$ cat src/rtl/meas_gen_pkg.sv
// meas_pkg: types and coefficient tables for the 4x4 compressive measurement generator.
// Rev 1.0
`default_nettype none

package meas_pkg;

  localparam int BLK_N     = 4;
  localparam int PIX_N     = BLK_N * BLK_N;
  localparam int MEA_N     = PIX_N / 2;
  localparam int PIX_WID   = 8;
  localparam int MEA_WID   = $clog2(PIX_N) + PIX_WID;
  localparam int PIC_WID   = 13;
  localparam int PIC_HT    = 13;
  localparam int COR_X_WID = PIC_WID - $clog2(BLK_N);
  localparam int COR_Y_WID = PIC_HT - $clog2(BLK_N);

  typedef logic signed [1:0]             coef_t;
  typedef logic signed [MEA_WID:0]       meas_t;
  typedef logic [BLK_N-1:0][PIX_WID-1:0] pix_row_t;
  typedef logic [COR_X_WID-1:0]          blk_coord_t;

  // Basis row vectors h0..h3; each measurement picks one for columns and one for rows.
  localparam coef_t H_VEC [BLK_N][BLK_N] = '{
    '{2'sb01, 2'sb01, 2'sb01, 2'sb01},
    '{2'sb01, 2'sb00, 2'sb00, 2'sb11},
    '{2'sb01, 2'sb11, 2'sb11, 2'sb01},
    '{2'sb00, 2'sb11, 2'sb01, 2'sb00}
  };
  localparam int HC_SEL [MEA_N] = '{0, 1, 2, 3, 0, 1, 0, 0};
  localparam int HR_SEL [MEA_N] = '{0, 0, 0, 0, 1, 1, 2, 3};

  function automatic meas_t apply_coef(input coef_t k, input meas_t v);
    case (k)
      2'sb01:  return v;
      2'sb11:  return -v;
      default: return '0;
    endcase
  endfunction

endpackage

`default_nettype wire

$ cat src/rtl/meas_gen_row_mac.sv
// meas_row_mac: combinational column-weighted sum of one block row for every measurement.
// Rev 1.0
`default_nettype none

module meas_row_mac
  import meas_pkg::*;
(
  input  pix_row_t pix,
  output meas_t    row_sum [MEA_N]
);

  for (genvar m = 0; m < MEA_N; m++) begin : g_meas
    meas_t part [BLK_N+1];
    assign part[0] = '0;
    for (genvar c = 0; c < BLK_N; c++) begin : g_col
      assign part[c+1] = part[c] + apply_coef(H_VEC[HC_SEL[m]][c],
                                              {{(MEA_WID-PIX_WID+1){1'b0}}, pix[c]});
    end
    assign row_sum[m] = part[BLK_N];
  end

endmodule

`default_nettype wire

$ cat src/rtl/meas_gen.sv
// meas_gen: accumulates four pixel rows per 4x4 block into eight signed measurements
// and hands them out with block coordinates. Rev 1.0
`default_nettype none

module meas_gen
  import meas_pkg::*;
(
  input  logic                 clk,
  input  logic                 arst_n,
  input  logic                 in_valid,
  output logic                 in_ready,
  input  logic                 in_sof,
  input  pix_row_t             pix,
  input  blk_coord_t           pic_w_blk,
  input  logic [COR_Y_WID-1:0] pic_h_blk,
  output logic                 out_valid,
  input  logic                 out_ready,
  output meas_t                y [MEA_N],
  output blk_coord_t           cor_X,
  output logic [COR_Y_WID-1:0] cor_Y,
  output logic                 out_eof
);

  logic [1:0]           row_cnt_q, row_cnt_d;
  blk_coord_t           bx_q, bx_d;
  logic [COR_Y_WID-1:0] by_q, by_d;
  meas_t                acc_q [MEA_N];
  meas_t                acc_d [MEA_N];
  meas_t                y_q   [MEA_N];
  meas_t                y_d   [MEA_N];
  blk_coord_t           cor_x_q, cor_x_d;
  logic [COR_Y_WID-1:0] cor_y_q, cor_y_d;
  logic                 out_valid_q, out_valid_d;
  logic                 out_eof_q, out_eof_d;

  logic       accept;
  logic       last;
  logic [1:0] row_eff;
  meas_t      row_sum  [MEA_N];
  meas_t      acc_next [MEA_N];

  // Only the block-closing row can be held off by a pending result.
  assign in_ready = (row_cnt_q != 2'd3) || !out_valid_q || out_ready;
  assign accept   = in_valid && in_ready;
  assign row_eff  = in_sof ? 2'd0 : row_cnt_q;
  assign last     = accept && (row_eff == 2'd3);

  meas_row_mac u_row_mac (
    .pix     (pix),
    .row_sum (row_sum)
  );

  for (genvar m = 0; m < MEA_N; m++) begin : g_acc
    meas_t contrib;
    assign contrib     = apply_coef(H_VEC[HR_SEL[m]][row_eff], row_sum[m]);
    assign acc_next[m] = (row_eff == 2'd0) ? contrib : acc_q[m] + contrib;
  end

  always_comb begin
    row_cnt_d   = row_cnt_q;
    bx_d        = bx_q;
    by_d        = by_q;
    acc_d       = acc_q;
    y_d         = y_q;
    cor_x_d     = cor_x_q;
    cor_y_d     = cor_y_q;
    out_valid_d = out_valid_q;
    out_eof_d   = out_eof_q;

    if (out_ready) out_valid_d = 1'b0;

    if (accept) begin
      row_cnt_d = row_eff + 2'd1;
      acc_d     = acc_next;
      if (in_sof) begin
        bx_d = '0;
        by_d = '0;
      end
    end

    if (last) begin
      y_d         = acc_next;
      cor_x_d     = bx_q;
      cor_y_d     = by_q;
      out_valid_d = 1'b1;
      out_eof_d   = 1'b0;
      if (bx_q == pic_w_blk) begin
        bx_d = '0;
        if (by_q == pic_h_blk) begin
          by_d      = '0;
          out_eof_d = 1'b1;
        end else begin
          by_d = by_q + 1'b1;
        end
      end else begin
        bx_d = bx_q + 1'b1;
      end
    end
  end

  always_ff @(posedge clk or negedge arst_n) begin
    if (!arst_n) begin
      row_cnt_q   <= '0;
      bx_q        <= '0;
      by_q        <= '0;
      acc_q       <= '{default: '0};
      y_q         <= '{default: '0};
      cor_x_q     <= '0;
      cor_y_q     <= '0;
      out_valid_q <= 1'b0;
      out_eof_q   <= 1'b0;
    end else begin
      row_cnt_q   <= row_cnt_d;
      bx_q        <= bx_d;
      by_q        <= by_d;
      acc_q       <= acc_d;
      y_q         <= y_d;
      cor_x_q     <= cor_x_d;
      cor_y_q     <= cor_y_d;
      out_valid_q <= out_valid_d;
      out_eof_q   <= out_eof_d;
    end
  end

  assign out_valid = out_valid_q;
  assign y         = y_q;
  assign cor_X     = cor_x_q;
  assign cor_Y     = cor_y_q;
  assign out_eof   = out_eof_q;

endmodule

`default_nettype wire

$ cat config.mk
export PLATFORM = sky130hd
export DESIGN_NAME = meas_gen
export DESIGN_NICKNAME = d
export VERILOG_FILES = /design/src/rtl/meas_gen_pkg.sv /design/src/rtl/meas_gen_row_mac.sv /design/src/rtl/meas_gen.sv
export SDC_FILE = /design/constraint.sdc
export NUM_CORES = 1
export LEC_CHECK = 0
export CAP_MARGIN = 20
export CORE_MARGIN = 2
export CORE_UTILIZATION = 30
export DETAILED_ROUTE_END_ITERATION = 10
export PLACE_DENSITY_LB_ADDON = 0.25
export SLEW_MARGIN = 20
export SYNTH_ARGS = -nofsm -noshare
export SYNTH_HDL_FRONTEND = slang
export SYNTH_SLANG_ARGS = --single-unit
$ cat constraint.sdc
create_clock -name clk -period 4.2 [get_ports clk]
set_input_delay 1.05 -clock clk [delete_from_list [all_inputs] [get_ports clk]]
set_output_delay 1.05 -clock clk [all_outputs]
set_load 0.01 [all_outputs]
==> results of run 1 <==
[stage by stage]
| stage | power, mW | hold slack [ns] | util, % | instance area (sq um) |
|---|---|---|---|---|
| after floorplan | 10.8 | 0.452 | - | 19100 |
| after global placement | 16.1 | 0.461 | 41.2 | 25300 |
| after detailed placement | 16.4 | 0.465 | 41.2 | 25300 |
| after CTS | 21.6 | 0.427 | 46.3 | 28500 |
| after global routing | 24.2 | 0.438 | 48.2 | 29600 |
| final | 22.6 | 0.436 | 48.2 | 29600 |
[Yosys cell counts (14+ instances only)]
| cell | count | area share [%] |
|---|---|---|
| nor2_1 | 159 | 3.2 |
| fa_1 | 36 | 3.9 |
| nand3_1 | 35 | 0.94 |
| nor3_1 | 44 | 1.2 |
| o21a_1 | 19 | 0.77 |
| mux2_2 | 24 | 1.5 |
| a22oi_1 | 14 | 0.57 |
| clkbuf_1 | 82 | 1.7 |
| a31oi_1 | 19 | 0.64 |
| or3_1 | 22 | 0.74 |
| inv_1 | 105 | 2.1 |
| o21bai_1 | 17 | 0.69 |
| dfrtp_1 | 256 | 34 |
| and3_1 | 29 | 0.98 |
| mux2i_1 | 29 | 1.6 |
| o31ai_1 | 15 | 0.61 |
| o21ai_0 | 278 | 7.5 |
| nand2_1 | 336 | 6.8 |
| a21oi_1 | 131 | 3.5 |
| a211oi_1 | 19 | 0.77 |
| ha_1 | 154 | 10 |
| xnor2_1 | 82 | 3.9 |
| nor2b_1 | 17 | 0.57 |
| xor2_1 | 71 | 3.3 |
| a21o_1 | 32 | 1.3 |
[layer usage]
layer | up-vias | share of wire, %
li1 | 9035 | -
met1 | 8912 | 43
met2 | 291 | 50
met3 | 99 | 3.3
met4 | 0 | 2.9
met5 | - | 0
[where the power goes]
group          internal (mW)  switching, mW
logic                   8.03           7.17
registers               3.42          0.705
clock network           1.99           1.25
[kinds of logic after synthesis]
kind of cell	after synthesis	synth area share (%)
AO/OA/AOI/OAI	627	20.2
XOR/XNOR	153	7.21
multiplexers	53	3.01
adder cells (fa/ha/maj)	190	14.2
AND/OR/NAND/NOR	706	16.8
flip-flops	256	34.5
buffers and inverters	201	4.06
[worst max-delay path: stages]
cell,delay [ns]
buf_8,0.08
ha_4,0.13
inv_2,0.04
fa_2,0.57
inv_2,0.04
fa_1,0.49
ha_4,0.20
fa_2,0.38
buf_6,0.14
a21o_1,0.17
a211oi_4,0.33
nor2_4,0.10
buf_12,0.14
nor4_4,0.27
o21ai_4,0.12
buf_4,0.17
o211ai_1,0.21
and2_4,0.19
ha_4,0.20
and3_4,0.15
a21oi_2,0.13
o21ai_2,0.09
o22ai_2,0.12
mux2i_1,0.23
xnor2_1,0.10
mux2_4,0.26
[sequential cells by signal, summed over array words and instances, names as in the netlist]
| signal | cells |
|---|---|
| acc_q | 104 |
| y | 104 |
| bx_q | 11 |
| by_q | 11 |
| cor_X | 11 |
| cor_Y | 11 |
| row_cnt_q | 2 |
| out_eof | 1 |
| out_valid | 1 |
[area by class of cell]
cell class                      instances  area, sq um  area share (%)
Clock buffer                           45          952            3.21
Clock inverter                         14          268           0.904
Inverter                              107          414            1.40
Multi-Input combinational cell       1729        14000            47.4
Sequential cell                       256         6410            21.6
Tap cell                              790          988            3.34
Timing Repair Buffer                  758         6560            22.1
[timing repair]
| action | CTS | global route |
|---|---|---|
| setup endpoints to repair | 162 | 129 |
| buffers inserted | 55 | 51 |
| pin swaps | 206 | 163 |
| gates resized for setup | 436 | 199 |
[worst paths after layout]
check / depth (start not counted) / from / end
worst max-delay path: 26 / pix[8] / acc_q[12]
worst min-delay path: 1 / arst_n / y[52]
worst max register to register: 16 / row_cnt_q[0] / acc_q[51]
worst min register to register: 2 / y[103] / y[103]
max in group asynchronous: 2 / arst_n / bx_q[4]
min in group clk: 2 / y[103] / y[103]
==> metrics.md, run 1 <==
| Metric | Value |
|---|---|
| Root buf cell | clkbuf_16 |
| Clk sink count | 256 |
| Via count | between 15k and 20k |
| Relative slew slack | 24.3% |
| Achievable frequency | 176 MHz |
| Asr flop ratio synth | 100% |
| Startpoint types | input port |
| Row cnt | 91 |
| RSZ-0062 raised after global routing | true |
| First-pass GRT wire length | 102000 microns |
| Layout fillers | between 5k and 6k |
| EDFF count, synth | 0 |
| Die Y | 253 microns |
| Crit Path Max Fanout | 3 |
| Worst VDD drop | 433 uV |
| Met3 GRT Util | roughly 2.5% |
| Vias in the first global route | 18.9k |
| DR WL/cell | 17.7 microns |
| Proportion of layout cells with a drive suffix above 1 | 36.6% |
| TritonCTS clock tree | built |
| Synthesized area | 0.0186 sq mm |
| Die ar. | 0.0640 sq mm |
| Hold Violations, Final | 0 |
| Ant diodes | 0 |
| Met2 GRT Util | 35.8% |
| WL final | 65500 microns |
| Max_cap viols | 0 |
| Post-layout minimum cycle time | 5.67 ns |
| Most frequent cells in the layout | buf_4, nand2_1, dfrtp_1 |
| Reg-to-reg setup timing slack | 0.27 ns |
| Post-Layout Cell Count | about 3.7k |
| Worst setup margin | -1.47 ns |
| Pre-CTS setup slack | -2.75 ns |
| Gr usage total | 20.0% |
| Placed instance count | 3553 |
| Layer with the highest usage | met2 |
| Starting Density | between 30 and 40% |
| Ports | approximately 190 |
| TritonCTS buffer count | 34 |
| Ys Warns | 0 |
| DR DRC count | 0 |
| Initial antenna violation count | 0 |
| Worst Path Arrival | 6.10 ns |
| Status | finished with violations |
| Grt total ovfl | 0 |
| Final setup viols | about 100 |
| Cells after Synth | around 2.2k |
| Worst-margin pin slew | 1.13 ns |
| Die width | 253 microns |
| Antenna Nets Post-Route | 0 |
| Clk slew on worst S/H paths | roughly 0.06 ns |
| Top_reg_cell synth | dfrtp_1 |
| Final #Nets | approximately 3.1k |
| Clock Skew | 0.0199 ns |
| Final GP Congestion | around 0.88 |
| Post-synthesis register bit count | 256 |
| # H-tree levels | 2 |
| Initial DRC Count | about 770 |
| Sequential share of the synthesized area | 34.5% |
| Hold Crit Class | input port to asynchronous set/reset pin |
| Net count after synthesis | between 2k and 2.5k |
| Worst skew pair latency | 0.56 ns |
| DR vias/cell | between 4 and 5 |
| Pwr/cell area | between 700 and 800 mW/mm^2 |
| Std-Cell Core Area | 0.0615 sq mm |
| Mean Syn Cell Area | approximately 8.5 sq um |
| Input/output buffers | 187 |
| Largest net degree at the start of global routing | ~180 |
| DP HPWL | 48100 microns |
| Met1 Use GR | 25.3% |
| Period utilisation layout | 135% |
| Crit Path Category | input port to flop |
| CP Data Required Time | 4.63 ns |
| Setup TNS | -84.05 ns |
| Most common cell after layout, fill and taps aside | buf_4 |
| DRT Pass-1 Iters | 5 |
| Worst-case clock buffer depth | 3 |
| CTS Hold Bufs | 0 |
| P_leak | around 14 nW |
| Final slew viol count | 0 |
| Crit path capture type | flop |
| Failing checks | setup timing |
| P&R area growth vs syn | 59.4% |
| Yosys cell types | 78 |
Power figures use the tool's default switching activity.
==> inputs of run 2 (changes only) <==
--- a/config.mk
+++ b/config.mk
@@ -5,6 +5,7 @@
 export SDC_FILE = /design/constraint.sdc
 export NUM_CORES = 1
 export LEC_CHECK = 0
+export ABC_CLOCK_PERIOD_IN_PS = 4200
 export CAP_MARGIN = 20
 export CORE_MARGIN = 2
 export CORE_UTILIZATION = 30
==> results of run 2 <==
Final layout, timing and power as in run 1 (identical DEF).
